### src/rtl/entity_chain_mover.sv
// entity_chain_mover: moves the cowboy and a chain of up to MAX_PUSH boxes one cell, writing animation phases then final cell types.
// Optional per-frame animation is enabled by defining MOVER_ANIM_EN; without it LOAD goes straight to COMMIT.
module entity_chain_mover #(
  parameter int COLS      = 10,
  parameter int ROWS      = 10,
  parameter int ADDR_W    = 7,
  parameter int MAX_PUSH  = 2,
  parameter int PHASE_MAX = 47
) (
  input  logic                               clk,
  input  logic                               rst_n,
  input  logic                               start,
  input  logic [1:0]                         dir,
  input  logic [6:0]                         player_row,
  input  logic [6:0]                         player_col,
  input  logic                               player_on_target,
  input  logic [$clog2(MAX_PUSH+1)-1:0]      n_boxes,
  input  logic [MAX_PUSH:0]                  dest_target,
  input  logic                               frame_tick,
  output logic [ADDR_W-1:0]                  wr_addr,
  output logic [10:0]                        wr_data,
  output logic                               wr_en,
  output logic [6:0]                         player_row_out,
  output logic [6:0]                         player_col_out,
  output logic                               busy,
  output logic                               done,
  output logic                               err
);
  localparam int NB_W = $clog2(MAX_PUSH+1);
  localparam int IW   = $clog2(MAX_PUSH+2);
  typedef enum logic [2:0] {IDLE, LOAD, ANIM, WAIT, COMMIT, DONE} state_t;
  state_t            state_q, state_d;
  logic [IW-1:0]     idx_q, idx_d;
  logic [5:0]        phase_q, phase_d;
  logic              pend_q, pend_d;
  logic              err_q;
  logic [6:0]        r_q, c_q, prow_q, pcol_q;
  logic [1:0]        dir_q;
  logic [NB_W-1:0]   nb_q;
  logic [MAX_PUSH:0] dt_q;
  logic              pot_q;
  logic [7:0]        span, dst_r, dst_c;
  logic              accept;
  logic [6:0]        idx7, cur_r, cur_c, c1_r, c1_c;
  logic [MAX_PUSH+1:0] tgt;
  logic              cur_tgt;
  logic [2:0]        anim_t, cmt_t;
  // Request validation: chain length in range and the last destination inside the grid (8-bit math turns underflow into an out-of-range value)
  always_comb begin
    span   = 8'(n_boxes) + 8'd1;
    dst_r  = !dir[1] ? {1'b0, player_row} : dir[0] ? {1'b0, player_row} + span : {1'b0, player_row} - span;
    dst_c  = dir[1] ? {1'b0, player_col} : dir[0] ? {1'b0, player_col} + span : {1'b0, player_col} - span;
    accept = start && (32'(n_boxes) <= MAX_PUSH) && (32'(dst_r) < ROWS) && (32'(dst_c) < COLS);
  end
  // Geometry and cell types of the cell selected by idx; tgt[i] is the target flag of cell ci
  always_comb begin
    idx7    = 7'(idx_q);
    cur_r   = !dir_q[1] ? r_q : dir_q[0] ? r_q + idx7 : r_q - idx7;
    cur_c   = dir_q[1] ? c_q : dir_q[0] ? c_q + idx7 : c_q - idx7;
    c1_r    = !dir_q[1] ? r_q : dir_q[0] ? r_q + 7'd1 : r_q - 7'd1;
    c1_c    = dir_q[1] ? c_q : dir_q[0] ? c_q + 7'd1 : c_q - 7'd1;
    tgt     = {dt_q, pot_q};
    cur_tgt = tgt[idx_q];
    anim_t  = idx_q == '0 ? (cur_tgt ? 3'd7 : 3'd4) : (cur_tgt ? 3'd6 : 3'd5);
    cmt_t   = idx_q >= IW'(2) ? (cur_tgt ? 3'd6 : 3'd5) : idx_q == IW'(1) ? (cur_tgt ? 3'd7 : 3'd4) : {2'b00, cur_tgt};
  end
  // State register plus latched move parameters, error pulse and committed player position
  always_ff @(posedge clk or negedge rst_n) begin
    if (!rst_n) begin
      state_q <= IDLE;
      idx_q   <= '0;
      phase_q <= '0;
      pend_q  <= 1'b0;
      err_q   <= 1'b0;
      r_q     <= '0;
      c_q     <= '0;
      dir_q   <= '0;
      nb_q    <= '0;
      dt_q    <= '0;
      pot_q   <= 1'b0;
      prow_q  <= '0;
      pcol_q  <= '0;
    end else begin
      state_q <= state_d;
      idx_q   <= idx_d;
      phase_q <= phase_d;
      pend_q  <= pend_d;
      err_q   <= state_q == IDLE && start && !accept;
      if (state_q == IDLE && accept) begin
        r_q   <= player_row;
        c_q   <= player_col;
        dir_q <= dir;
        nb_q  <= n_boxes;
        dt_q  <= dest_target;
        pot_q <= player_on_target;
      end
      if (state_q == COMMIT && idx_q == '0) begin
        prow_q <= c1_r;
        pcol_q <= c1_c;
      end
    end
  end
  // Next-state: ANIM walks c0..cn, WAIT consumes a live or pending frame tick, COMMIT walks c(n+1) down to c0
  always_comb begin
    state_d = state_q;
    idx_d   = idx_q;
    phase_d = phase_q;
    pend_d  = pend_q;
    case (state_q)
      IDLE: if (accept) state_d = LOAD;
      LOAD: begin
        phase_d = '0;
        pend_d  = 1'b0;
`ifdef MOVER_ANIM_EN
        state_d = ANIM;
        idx_d   = '0;
`else
        state_d = COMMIT;
        idx_d   = IW'(nb_q) + 1'b1;
`endif
      end
      ANIM: begin
        pend_d = pend_q | frame_tick;
        if (idx_q == IW'(nb_q)) state_d = WAIT;
        else idx_d = idx_q + 1'b1;
      end
      WAIT: if (frame_tick || pend_q) begin
        pend_d = 1'b0;
        if (32'(phase_q) < PHASE_MAX) begin
          phase_d = phase_q + 1'b1;
          idx_d   = '0;
          state_d = ANIM;
        end else begin
          idx_d   = IW'(nb_q) + 1'b1;
          state_d = COMMIT;
        end
      end
      COMMIT: if (idx_q == '0) state_d = DONE;
              else idx_d = idx_q - 1'b1;
      DONE: state_d = IDLE;
      default: state_d = IDLE;
    endcase
  end
  // Outputs decoded from state; write bus held at zero outside write states
  always_comb begin
    wr_en          = state_q == ANIM || state_q == COMMIT;
    wr_addr        = wr_en ? ADDR_W'(32'(cur_r) * COLS + 32'(cur_c)) : '0;
    wr_data        = state_q == ANIM ? {anim_t, phase_q, dir_q} : state_q == COMMIT ? {cmt_t, 8'd0} : '0;
    busy           = state_q == LOAD || state_q == ANIM || state_q == WAIT || state_q == COMMIT;
    done           = state_q == DONE;
    err            = err_q;
    player_row_out = prow_q;
    player_col_out = pcol_q;
  end
endmodule

### config.mk
export PLATFORM = sky130hd
export DESIGN_NAME = entity_chain_mover
export DESIGN_NICKNAME = d
export VERILOG_FILES = /design/src/rtl/entity_chain_mover.sv
export SDC_FILE = /design/constraint.sdc
export NUM_CORES = 1
export LEC_CHECK = 0
export CORE_ASPECT_RATIO = 1.5
export CORE_UTILIZATION = 31
export DETAILED_ROUTE_END_ITERATION = 8
export MAX_ROUTING_LAYER = met4
export PLACE_DENSITY = 0.55
export SETUP_SLACK_MARGIN = 0.5
export SYNTH_ARGS = -nofsm -noshare
export SYNTH_HDL_FRONTEND = slang
export SYNTH_SLANG_ARGS = --single-unit
### constraint.sdc
create_clock -name clk -period 10.3 [get_ports clk]
set_input_delay 2.575 -clock clk [delete_from_list [all_inputs] [get_ports clk]]
set_output_delay 2.575 -clock clk [all_outputs]
set_load 0.01 [all_outputs]
==> out/metrics.cfg <==
[run_status]
outcome = completed

[sta]
fmax_ghz = 0.124
whs_ns = 0.481
layout_min_cycle_time_ns = 8.09
fin_crit_sh_pct = 78.6
slew_violations = 0
rsz0062_at_grt = false
tightest_slew_ns = 1.09
finalHoldViolCount = 0
slew_headroom_pct = 27.3
skew_ns = 0.00549
setup_viol = 0
tns_ns = 0

[synth]
netlist_area_um2 = 4440
yosysWarningCount = 0
postSynth.asyncResetShare_pct = 100
synth-main-ff-cell = dfrtp_1
avgSynthCellArea_um2 = 9.18
ys_types = 56
syn-num-nets = 567
yosysSeqAreaShare_pct = 27.6
syn_inst = 484
synth_seq_cells = 49
synth_edf_count = 0

[drt]
drtIter0Drc = 219
routedWlPerCell_um = 15.3
drt_first_pass_iters = 4
num_vias = 3729
route.detailed.drc = 0
wl_mm = 11.2
viasPerCell = 5.12
ant_nets = 0

[cts]
htreeDepth = 2
clock-root-buffer = clkbuf_16
path_clk_slew_ns = 0.07
postCtsHoldBufs = 0
cts_buffers = 5
cts_tree = yes
cts_resized = 0
cts_setup_buffers = 0
worstSkewPairLatency_ns = 0.29
clock-sinks = 49
cts_max_path_buffers = 2

[place]
dp_hpwl_mm = 8.92
portBuffers = 61
place.gp.congestion = 0.861
placed_area_um2 = 5220

[setup_path]
end_kind = output pin
critical_path_arrival_ns = 5.52
crit_fanout = 8
start_kind = flop
worstPathRequired_ns = 7.73
path_class = flop to output pin

[pwr]
switching_share_pct = 36.6
power_density_nw_per_um2 = 151
peakVddDrop_uv = 71.9
power_leakage_nw = 2.47
switchingPower_w = 0.000298
p_int_w = 0.000517
p_seq_share_pct = 31.5
pwr-share-clk_pct = 23.6
p_comb_share_pct = 44.9

[floorplan]
rows = 53
initial_core_util_pct = 31.7
ios = 62
fp.dieH_um = 149
die-area_um2 = 14800
core_area_um2 = 14000
fp.dieW_um = 99.7

[global_route]
grt_pass1_wl_mm = 18.4
antenna_found_initial = 0
grt-ovfl-total = 0
grt_pass1_vias = 3806
grtUsageTotal_pct = 16.3
grt_max_degree = 50

[cells_and_area]
finish.net_count = 619
area_delta_synth_final_pct = 21.4
layout-drive-gt1-share_pct = 8.38
design_area_um2 = 5390
layout_common_cells = 60 x clkdlybuf4s50_1, 49 x ha_1, 49 x dfrtp_1
antennaDiodeCount = 0
mostFrequentLayoutCell = clkdlybuf4s50_1
postLayoutCoreUtil_pct = 38.5

[job]
cap_violations = 0

[worst_hold_path]
min_path_type = flop to flop

==> final timing paths <==
path                                                from                             to  slack (ns)  depth (start not counted)
min in group asynchronous                          rst_n  player_row_out[2]$_DFFE_PN0P_        2.38                          2
hold reg to reg            player_row_out[2]$_DFFE_PN0P_  player_row_out[2]$_DFFE_PN0P_        0.48                          1
max in group asynchronous                          rst_n         state_q[2]$_DFFE_PN0P_        7.49                          2
setup / recovery                    idx_q[0]$_DFFE_PN0P_                     wr_addr[6]        2.21                         18
hold / removal             player_row_out[2]$_DFFE_PN0P_  player_row_out[2]$_DFFE_PN0P_        0.48                          1
setup reg to reg                    dir_q[0]$_DFFE_PN0P_  player_row_out[6]$_DFFE_PN0P_        7.63                          8
==> cell usage after synthesis, types with 6 or more instances <==
cell | count | area (um^2)
dfrtp_1 | 49 | 1230
clkbuf_1 | 13 | 48.8
nor3_1 | 12 | 60.1
nand2b_1 | 10 | 62.6
nand2_1 | 31 | 116
a21o_1 | 10 | 75.1
mux2i_1 | 15 | 150
inv_1 | 29 | 109
a21oi_1 | 29 | 145
mux2_2 | 26 | 293
o21ai_0 | 31 | 155
ha_1 | 49 | 613
a211oi_1 | 6 | 45.0
nor3b_1 | 9 | 67.6
xnor2_1 | 20 | 175
xor2_1 | 15 | 131
fa_1 | 8 | 160
nor2_1 | 40 | 150
==> power groups by stage <==
stage | clock network [W] | registers [W] | logic [W]
6_report | 0.000192 | 0.000257 | 0.000366
2_1_floorplan | 0 | 0.000247 | 0.000239
4_1_cts | 0.000201 | 0.000257 | 0.000371
3_3_place_gp | 0 | 0.000260 | 0.000362
3_5_place_dp | 0 | 0.000261 | 0.000368
5_1_grt | 0.000205 | 0.000262 | 0.000406
==> worst max-delay path, cell delays in order, from the launching register on <==
cell and delay, ns:
dfrtp_1 0.49, inv_1 0.15, ha_1 0.32, nor2_1 0.54, ha_1 0.39, nor2b_1 0.15, or3_1 0.31, a31o_2 0.26
ha_1 0.28, ha_1 0.14, inv_1 0.05, fa_1 0.47, inv_1 0.05, ha_1 0.32, a21oi_1 0.17, xnor2_1 0.16
xnor3_1 0.34, and2_1 0.16, clkdlybuf4s50_1 0.46
==> registers in the layout, summed over array words and instances, names as in the netlist <==
name            count
pot_q               1
player_row_out      7
dir_q               2
phase_q             6
pend_q              1
state_q             3
dt_q                3
nb_q                2
c_q                 7
player_col_out      7
idx_q               2
r_q                 7
err                 1
==> metrics by stage <==
step	std cells	worst slack [ns]	power, W
final	729	2.21	0.000816
after global placement	721	2.67	0.000622
after detailed placement	721	2.54	0.000629
after global routing	729	1.88	0.000873
after CTS	729	2.19	0.000829
after floorplan	484	3.41	0.000486
==> layer usage <==
| metal | global-route usage [%] | vias to the layer above | share of wire (%) |
|---|---|---|---|
| met2 | 29.1 | 80 | 52 |
| met3 | 1.69 | 30 | 3.0 |
| li1 | - | 1844 | - |
| met5 | - | - | 0 |
| met1 | 17.4 | 1775 | 40 |
| met4 | 8.82 | 0 | 4.4 |
==> cell type report <==
cell class              instances  area (um^2)
fillers                      1457         8600
inverters                      29          109
repair buffers                 63          621
multi-input cells             388         3020
clock inverters                 1         30.0
flip-flops and latches         49         1230
well taps                     192          240
clock buffers                   7          143
==> cells by family (layout without fill, tap and decap cells) <==
kind of cell             count (synthesis)  after routing  synth area share (%)
multiplexers                            43             43                  10.7
adder cells (fa/ha/maj)                 57             57                  17.4
XOR/XNOR                                36             36                  7.41
AO/OA/AOI/OAI                          116            116                  17.2
AND/OR/NAND/NOR                        136            136                  15.3
flip-flops                              49             49                  27.6
buffers and inverters                   47            100                  4.31
No activity file was read; power rests on OpenSTA's default activity.
